==> config.mk <==
export PLATFORM = sky130hd
export DESIGN_NAME = sync_event_arbiter
export DESIGN_NICKNAME = d
export VERILOG_FILES = /design/src/rtl/sync_event_arbiter_pkg.sv /design/src/rtl/sync_event_arbiter_rr_pick.sv /design/src/rtl/sync_event_arbiter.sv
export SDC_FILE = /design/constraint.sdc
export NUM_CORES = 1
export LEC_CHECK = 0
export CAP_MARGIN = 10
export CORE_UTILIZATION = 54
export CTS_CLUSTER_SIZE = 20
export DETAILED_ROUTE_END_ITERATION = 10
export HOLD_SLACK_MARGIN = 0.1
export PLACE_DENSITY = 0.92
export SKIP_LAST_GASP = 1
export SLEW_MARGIN = 20
export SYNTH_ARGS = -nofsm -noshare
export SYNTH_HDL_FRONTEND = slang
export SYNTH_SLANG_ARGS = --single-unit
export TNS_END_PERCENT = 30
==> constraint.sdc <==
create_clock -name clk_fast -period 5.1 [get_ports clk_fast]
set_clock_uncertainty 0.1 [all_clocks]
set_input_delay 0.765 -clock clk_fast [delete_from_list [all_inputs] [get_ports clk_fast]]
set_output_delay 0.765 -clock clk_fast [all_outputs]
set_load 0.02 [all_outputs]
==> src/rtl/sync_event_arbiter_pkg.sv <==
`default_nettype none
// ============================================================================
// Module      : sync_event_arbiter_pkg
// Description : Shared FSM state encoding and index-width helper for the
//               sync_event_arbiter block.
// Revision    : 1.0 - initial release
// ============================================================================
package sync_event_arbiter_pkg;

   // Scheduler states: nothing offered / one event offered downstream
   localparam logic [0:0] ST_IDLE  = 1'b0;
   localparam logic [0:0] ST_OFFER = 1'b1;

   // Width of a requester index; never narrower than one bit
   function automatic int id_width(input int n);
      return (n > 1) ? $clog2(n) : 1;
   endfunction

endpackage : sync_event_arbiter_pkg
`default_nettype wire

==> src/rtl/sync_event_arbiter_rr_pick.sv <==
`default_nettype none
// ============================================================================
// Module      : rr_pick
// Description : Combinational round-robin selector. Scans the request vector
//               upward from a start index, wrapping at N_REQ-1 -> 0, and
//               reports the first set bit.
// Revision    : 1.0 - initial release
// ============================================================================
module rr_pick #(
   parameter int N_REQ = 4,
   parameter int ID_W  = 2
) (
   input  logic [N_REQ-1:0] req,
   input  logic [ID_W-1:0]  start,
   output logic             found,
   output logic [ID_W-1:0]  idx
);

   localparam logic [ID_W:0] C_N_WIDE = (ID_W + 1)'(N_REQ);

   logic [ID_W:0] cand;

   // Walk offsets from farthest to nearest so the nearest set bit is kept
   always_comb begin
      found = 1'b0;
      idx   = '0;
      cand  = '0;
      for (int k = N_REQ - 1; k >= 0; k--) begin
         cand = {1'b0, start} + (ID_W + 1)'(k);
         if (cand >= C_N_WIDE) begin
            cand = cand - C_N_WIDE;
         end
         if (req[cand[ID_W-1:0]]) begin
            found = 1'b1;
            idx   = cand[ID_W-1:0];
         end
      end
   end

endmodule : rr_pick
`default_nettype wire

==> src/rtl/sync_event_arbiter.sv <==
`default_nettype none
// ============================================================================
// Module      : sync_event_arbiter
// Description : Captures one-cycle edge pulses from N_REQ synchronizers into
//               pending bits, grants them round-robin onto a single
//               valid/ready channel and counts events lost to an already
//               pending request (saturating).
// Revision    : 1.0 - initial release
// ============================================================================
module sync_event_arbiter
   import sync_event_arbiter_pkg::*;
#(
   parameter int N_REQ = 4,
   parameter int ID_W  = id_width(N_REQ),
   parameter int CNT_W = 8
) (
   input  logic             clk_fast,
   input  logic             rst,
   input  logic [N_REQ-1:0] evt_in,
   input  logic             enable,
   output logic             out_valid,
   output logic [ID_W-1:0]  out_id,
   input  logic             out_ready,
   output logic [CNT_W-1:0] drop_cnt,
   output logic             busy
);

   localparam logic [ID_W:0]      C_N_WIDE  = (ID_W + 1)'(N_REQ);
   localparam logic [CNT_W-1:0]   C_CNT_MAX = '1;
   localparam logic [N_REQ-1:0]   C_ONE     = N_REQ'(1);

   // Registered state
   logic [0:0]       state_q,     state_d;
   logic [N_REQ-1:0] pending_q,   pending_d;
   logic [ID_W-1:0]  rr_ptr_q,    rr_ptr_d;
   logic             out_valid_q, out_valid_d;
   logic [ID_W-1:0]  out_id_q,    out_id_d;
   logic [CNT_W-1:0] drop_cnt_q,  drop_cnt_d;

   // Combinational helpers
   logic              handshake;
   logic [N_REQ-1:0]  out_id_onehot;
   logic [N_REQ-1:0]  clr;
   logic [N_REQ-1:0]  drop_vec;
   logic [ID_W:0]     drop_num;
   logic [CNT_W+ID_W:0] cnt_sum;
   logic [ID_W:0]     id_inc;
   logic [ID_W-1:0]   rr_ptr_next;
   logic [N_REQ-1:0]  pick_req;
   logic [ID_W-1:0]   pick_start;
   logic              pick_found;
   logic [ID_W-1:0]   pick_idx;

   assign handshake     = out_valid_q & out_ready;
   assign out_id_onehot = C_ONE << out_id_q;
   assign clr           = handshake ? out_id_onehot : '0;

   // Pointer position just past the currently offered requester
   assign id_inc      = {1'b0, out_id_q} + (ID_W + 1)'(1);
   assign rr_ptr_next = (id_inc == C_N_WIDE) ? '0 : id_inc[ID_W-1:0];

   // A new pulse always lands in pending; it only counts as lost when the
   // bit was already set and is not being consumed in this same cycle
   always_comb begin
      pending_d = evt_in | (pending_q & ~clr);
      drop_vec  = evt_in & pending_q & ~clr;
      drop_num  = '0;
      for (int i = 0; i < N_REQ; i++) begin
         drop_num = drop_num + (ID_W + 1)'(drop_vec[i]);
      end
      cnt_sum = {{(ID_W + 1){1'b0}}, drop_cnt_q} + {{CNT_W{1'b0}}, drop_num};
      if (cnt_sum > {{(ID_W + 1){1'b0}}, C_CNT_MAX}) begin
         drop_cnt_d = C_CNT_MAX;
      end else begin
         drop_cnt_d = cnt_sum[CNT_W-1:0];
      end
   end

   // In OFFER the next pick skips the requester being consumed and starts
   // from the post-handshake pointer; same-cycle pulses are not visible
   always_comb begin
      pick_req   = pending_q;
      pick_start = rr_ptr_q;
      if (state_q == ST_OFFER) begin
         pick_req   = pending_q & ~out_id_onehot;
         pick_start = rr_ptr_next;
      end
   end

   rr_pick #(
      .N_REQ (N_REQ),
      .ID_W  (ID_W)
   ) u_rr_pick (
      .req   (pick_req),
      .start (pick_start),
      .found (pick_found),
      .idx   (pick_idx)
   );

   // Offer FSM: an offer is only withdrawn by a handshake (or reset)
   always_comb begin
      state_d     = state_q;
      out_valid_d = out_valid_q;
      out_id_d    = out_id_q;
      rr_ptr_d    = rr_ptr_q;
      case (state_q)
         ST_IDLE: begin
            if (enable && pick_found) begin
               state_d     = ST_OFFER;
               out_valid_d = 1'b1;
               out_id_d    = pick_idx;
            end
         end
         ST_OFFER: begin
            if (handshake) begin
               rr_ptr_d = rr_ptr_next;
               if (enable && pick_found) begin
                  out_id_d = pick_idx;
               end else begin
                  state_d     = ST_IDLE;
                  out_valid_d = 1'b0;
               end
            end
         end
      endcase
   end

   // State registers with synchronous reset; pulses in a reset cycle are lost
   always_ff @(posedge clk_fast) begin
      if (rst) begin
         state_q     <= ST_IDLE;
         pending_q   <= '0;
         rr_ptr_q    <= '0;
         out_valid_q <= 1'b0;
         out_id_q    <= '0;
         drop_cnt_q  <= '0;
      end else begin
         state_q     <= state_d;
         pending_q   <= pending_d;
         rr_ptr_q    <= rr_ptr_d;
         out_valid_q <= out_valid_d;
         out_id_q    <= out_id_d;
         drop_cnt_q  <= drop_cnt_d;
      end
   end

   assign out_valid = out_valid_q;
   assign out_id    = out_id_q;
   assign drop_cnt  = drop_cnt_q;
   assign busy      = (|pending_q) | out_valid_q;

endmodule : sync_event_arbiter
`default_nettype wire

==> impl_metrics.csv <==
group,metric,value,unit
worst_setup_path,required,5.22,ns
logic_synthesis,synth.distinct_cells,33,
drt,viasPerCell,5.65,
timing,period_minus_slack,3.59,ns
placement,io_buffers,19,
logic_synthesis,synth_edf_count,0,
global_route,grt_usage,0.238,
worst_setup_path,critPathBufInv,2,
worst_setup_path,cp.depth,12,
logic_synthesis,synth_mux_area_frac,0.0308,
power,p_sw_frac,0.314,
die,ios,20,
timing,fmax,278,MHz
power,intPower,0.000241,W
clock_tree,hold_buffers,0,
timing,setup_viol,0,
clock_tree,postCtsResizedCells,0,
worst_setup_path,end_kind,"flip-flop",
worst_setup_path,path_delay_family,"adder cells",
power,clkPwrFrac,0.258,
power,power_frac_seq,0.473,
drt,drtAntennaViolNets,0,
clock_tree,cts_htree_levels,1,
die,dieArea,0.00206,mm^2
die,die_width,45.4,um
timing,grt_setup_unrepaired,"false",
drt,remaining_drc_errors,0,
clock_tree,numClockSinks,18,
power,power_per_cell_area,279,mW/mm^2
placement,dp_hpwl,1570,um
clock_tree,clk_latency,0.30,ns
global_route,grt_pass1_wl,3410,um
logic_synthesis,synth_compound_area_frac,0.189,
worst_setup_path,r2r_end,"drop_cnt[0]$_SDFF_PP0_",
drt,drt_pass1_iterations,4,
worst_setup_path,cp.arrival,3.72,ns
worst_setup_path,cp_max_fo,6,
logic_synthesis,synthCells,124,
power,p_sw,0.000110,W
timing,slew_headroom,0.590,
die,core_area,0.00175,mm^2
timing,hold_viol,0,
worst_setup_path,cpPeakStageDelay,0.50,ns
global_route,grt_max_degree,19,
run,maxCapViolations,0,
drt,wl_per_cell,12.7,um
global_route,overflow,0,
logic_synthesis,yosys.area_share.simple,0.234,
logic_synthesis,synth_top_family_by_area,"simple AND/OR/NAND/NOR gates",
logic_synthesis,yosys_warnings,0,
global_route,antenna_found_initial,0,
clock_tree,tritoncts,"yes",
logic_synthesis,syn_area_per_cell,8.18,um^2
worst_setup_path,critPathLaunch,"out_ready",
worst_setup_path,cp_slowest_cell,"clkdlybuf4s50_1",
worst_setup_path,path_class,"primary input to flip-flop",
logic_synthesis,syn_nets,140,
clock_tree,cts.path.max_buffers,2,
worst_setup_path,r2r_setup_slack,1.85,ns
final_layout,nNetsFinal,161,
worst_setup_path,r2r_cells,12,
min_path,hold_start,"rr_ptr_q[0]$_SDFFE_PP0P_",
power,p_leak,0.487,nW
die,start_util,0.581,
run_status,status,"complete, no violations",
logic_synthesis,yosys.area_share.adder,0.121,
drt,postRouteWirelength,2140,um
logic_synthesis,ys.flop_type,"dfxtp_1",
power,p_comb_frac,0.269,
clock_tree,post_cts_buffers,0,
logic_synthesis,ys_seq_elements,18,
drt,vias,955,
final_layout,diodes,0,
worst_setup_path,cp_cell_sequence,"clkdlybuf4s50_1, and2_1, nand2_1, nand3_1, fa_1, fa_1, inv_1, fa_1, nand2_1, nor2_1, nand4_1, a21oi_1",
clock_tree,numCtsBuffers,3,
timing,tightestPinTransition,0.614,ns
final_layout,layout-drive-gt1-share,0.0347,
min_path,hold_class,"flip-flop to flip-flop",
logic_synthesis,synth_area,0.00101,mm^2
power,vdd_drop_max,0.173,mV
timing,drv_slew,0,
worst_setup_path,cp-endpoint,"drop_cnt[0]$_SDFF_PP0_",
logic_synthesis,ys_seq_area_frac,0.355,
timing,period_share,0.704,
final_layout,post-route-util,0.720,
clock_tree,cts_root_buffer,"clkbuf_4",
drt,drt_iter0_drc,35,
logic_synthesis,synth_xor_area_frac,0.0259,
worst_setup_path,r2r-start,"out_id[0]$_SDFFE_PP0P_",
worst_setup_path,start_kind,"primary input",
placement,routabilityCongestion,0.852,
die,rows,15,
clock_tree,clk_pin_slew,0.11,ns
final_layout,layout-area-overhead-vs-synth,23.9,%
die,die_y,45.4,um
timing,fin_setup_tns,0,ns
global_route,grt_pass1_vias,796,
logic_synthesis,synthArstFlopShare,0,
worst_setup_path,critPathMostFrequentCell,"fa_1",
[power by group through the flow]
| stage | registers [W] | logic (W) | clock network, W |
|---|---|---|---|
| after CTS | 0.000166 | 0.0000945 | 0.0000903 |
| after floorplan | 0.000174 | 0.0000534 | 0 |
| after global routing | 0.000168 | 0.000104 | 0.0000991 |
| after global placement | 0.000168 | 0.0000907 | 0 |
| after detailed placement | 0.000168 | 0.0000935 | 0 |
| final | 0.000166 | 0.0000944 | 0.0000906 |
[layout by cell type, fill, tap and decap left out]
cell type / count
nor4bb_1: 1
nand4bb_1: 1
and2_1: 1
a21bo_1: 1
mux2_2: 1
clkbuf_4: 3
nor2_1: 13
a21boi_0: 1
nand3_1: 5
dfxtp_1: 18
clkdlybuf4s50_1: 19
a21boi_1: 2
xnor2_1: 2
nand4_1: 2
fa_1: 3
nor2b_1: 2
inv_1: 8
nor3_1: 5
o21ai_1: 4
a21oi_1: 17
o221a_1: 1
a311oi_1: 1
ha_1: 5
o21a_1: 1
nand2b_1: 1
xor2_1: 1
clkbuf_8: 1
and2b_1: 1
a21o_1: 1
or2_1: 1
a31oi_1: 3
nand2_1: 15
and4b_1: 1
mux2i_1: 2
[tightest hold or removal path, stage by stage (launching register included)]
cell	delay, ns
dfxtp_1	0.34
a21oi_1	0.06
nor2_1	0.07
[cells by family after synthesis]
family,after synthesis
adders and majority gates,8
AOI/OAI and AO/OA,32
xor gates and xnor gates,3
muxes,3
DFF,18
buffers and inverters,11
and+or+nand+nor,49
[Yosys cell counts, drive strengths merged, types with 2 or more instances]
cell,n,area share
nor2,13,0.048
ha,5,0.062
nor3,5,0.025
a21boi,3,0.022
a31oi,3,0.018
a21oi,17,0.084
o21ai,4,0.020
clkbuf,2,0.0074
nand4,2,0.012
nand2,15,0.055
dfxtp,18,0.36
xnor2,2,0.017
fa,3,0.059
nand3,5,0.025
inv,8,0.030
mux2i,2,0.020
nor2b,2,0.012
[routing by layer]
metal | vias to the layer above | part of all wire | track usage
met5 | - | 0 | 0
met1 | 443 | 0.47 | 0.303
met3 | 5 | 0.059 | 0.0360
li1 | 469 | - | -
met4 | 0 | 0.025 | 0.158
met2 | 38 | 0.45 | 0.371
[metrics by stage]
| step | hold slack, ns | cell area (um^2) | std cells | total power, W | setup WS, ns |
|---|---|---|---|---|---|
| after floorplan | 0.349 | 1010 | 124 | 0.000227 | 1.97 |
| after global placement | 0.365 | 1220 | 165 | 0.000258 | 1.28 |
| after global routing | 0.434 | 1260 | 169 | 0.000371 | 1.27 |
| final | 0.400 | 1260 | 169 | 0.000351 | 1.51 |
| after CTS | 0.406 | 1260 | 169 | 0.000350 | 1.52 |
| after detailed placement | 0.381 | 1220 | 165 | 0.000262 | 1.19 |
[worst min-delay path by stage]
stage,to,slack [ns],cells past startpoint
4_1_cts,rr_ptr_q[0]$_SDFFE_PP0P_,0.41,2
2_1_floorplan,rr_ptr_q[0]$_SDFFE_PP0P_,0.35,2
6_report,rr_ptr_q[0]$_SDFFE_PP0P_,0.40,2
3_3_place_gp,rr_ptr_q[0]$_SDFFE_PP0P_,0.37,2
5_1_grt,rr_ptr_q[0]$_SDFFE_PP0P_,0.43,2
3_5_place_dp,rr_ptr_q[0]$_SDFFE_PP0P_,0.38,2
[layout make-up]
| class | instances | area, um^2 |
|---|---|---|
| Inverter | 8 | 30.0 |
| Clock buffer | 4 | 36.3 |
| Tap cell | 25 | 31.3 |
| Fill cell | 123 | 488 |
| Timing Repair Buffer | 19 | 190 |
| Multi-Input combinational cell | 95 | 609 |
| Sequential cell | 18 | 360 |
[state kept, by name, summed over array words and instances, names as in the netlist]
| signal | count |
|---|---|
| drop_cnt | 8 |
| out_id | 2 |
| out_valid | 1 |
| pending_q | 4 |
| rr_ptr_q | 2 |
| state_q | 1 |
(Power assumes the default switching activity.)
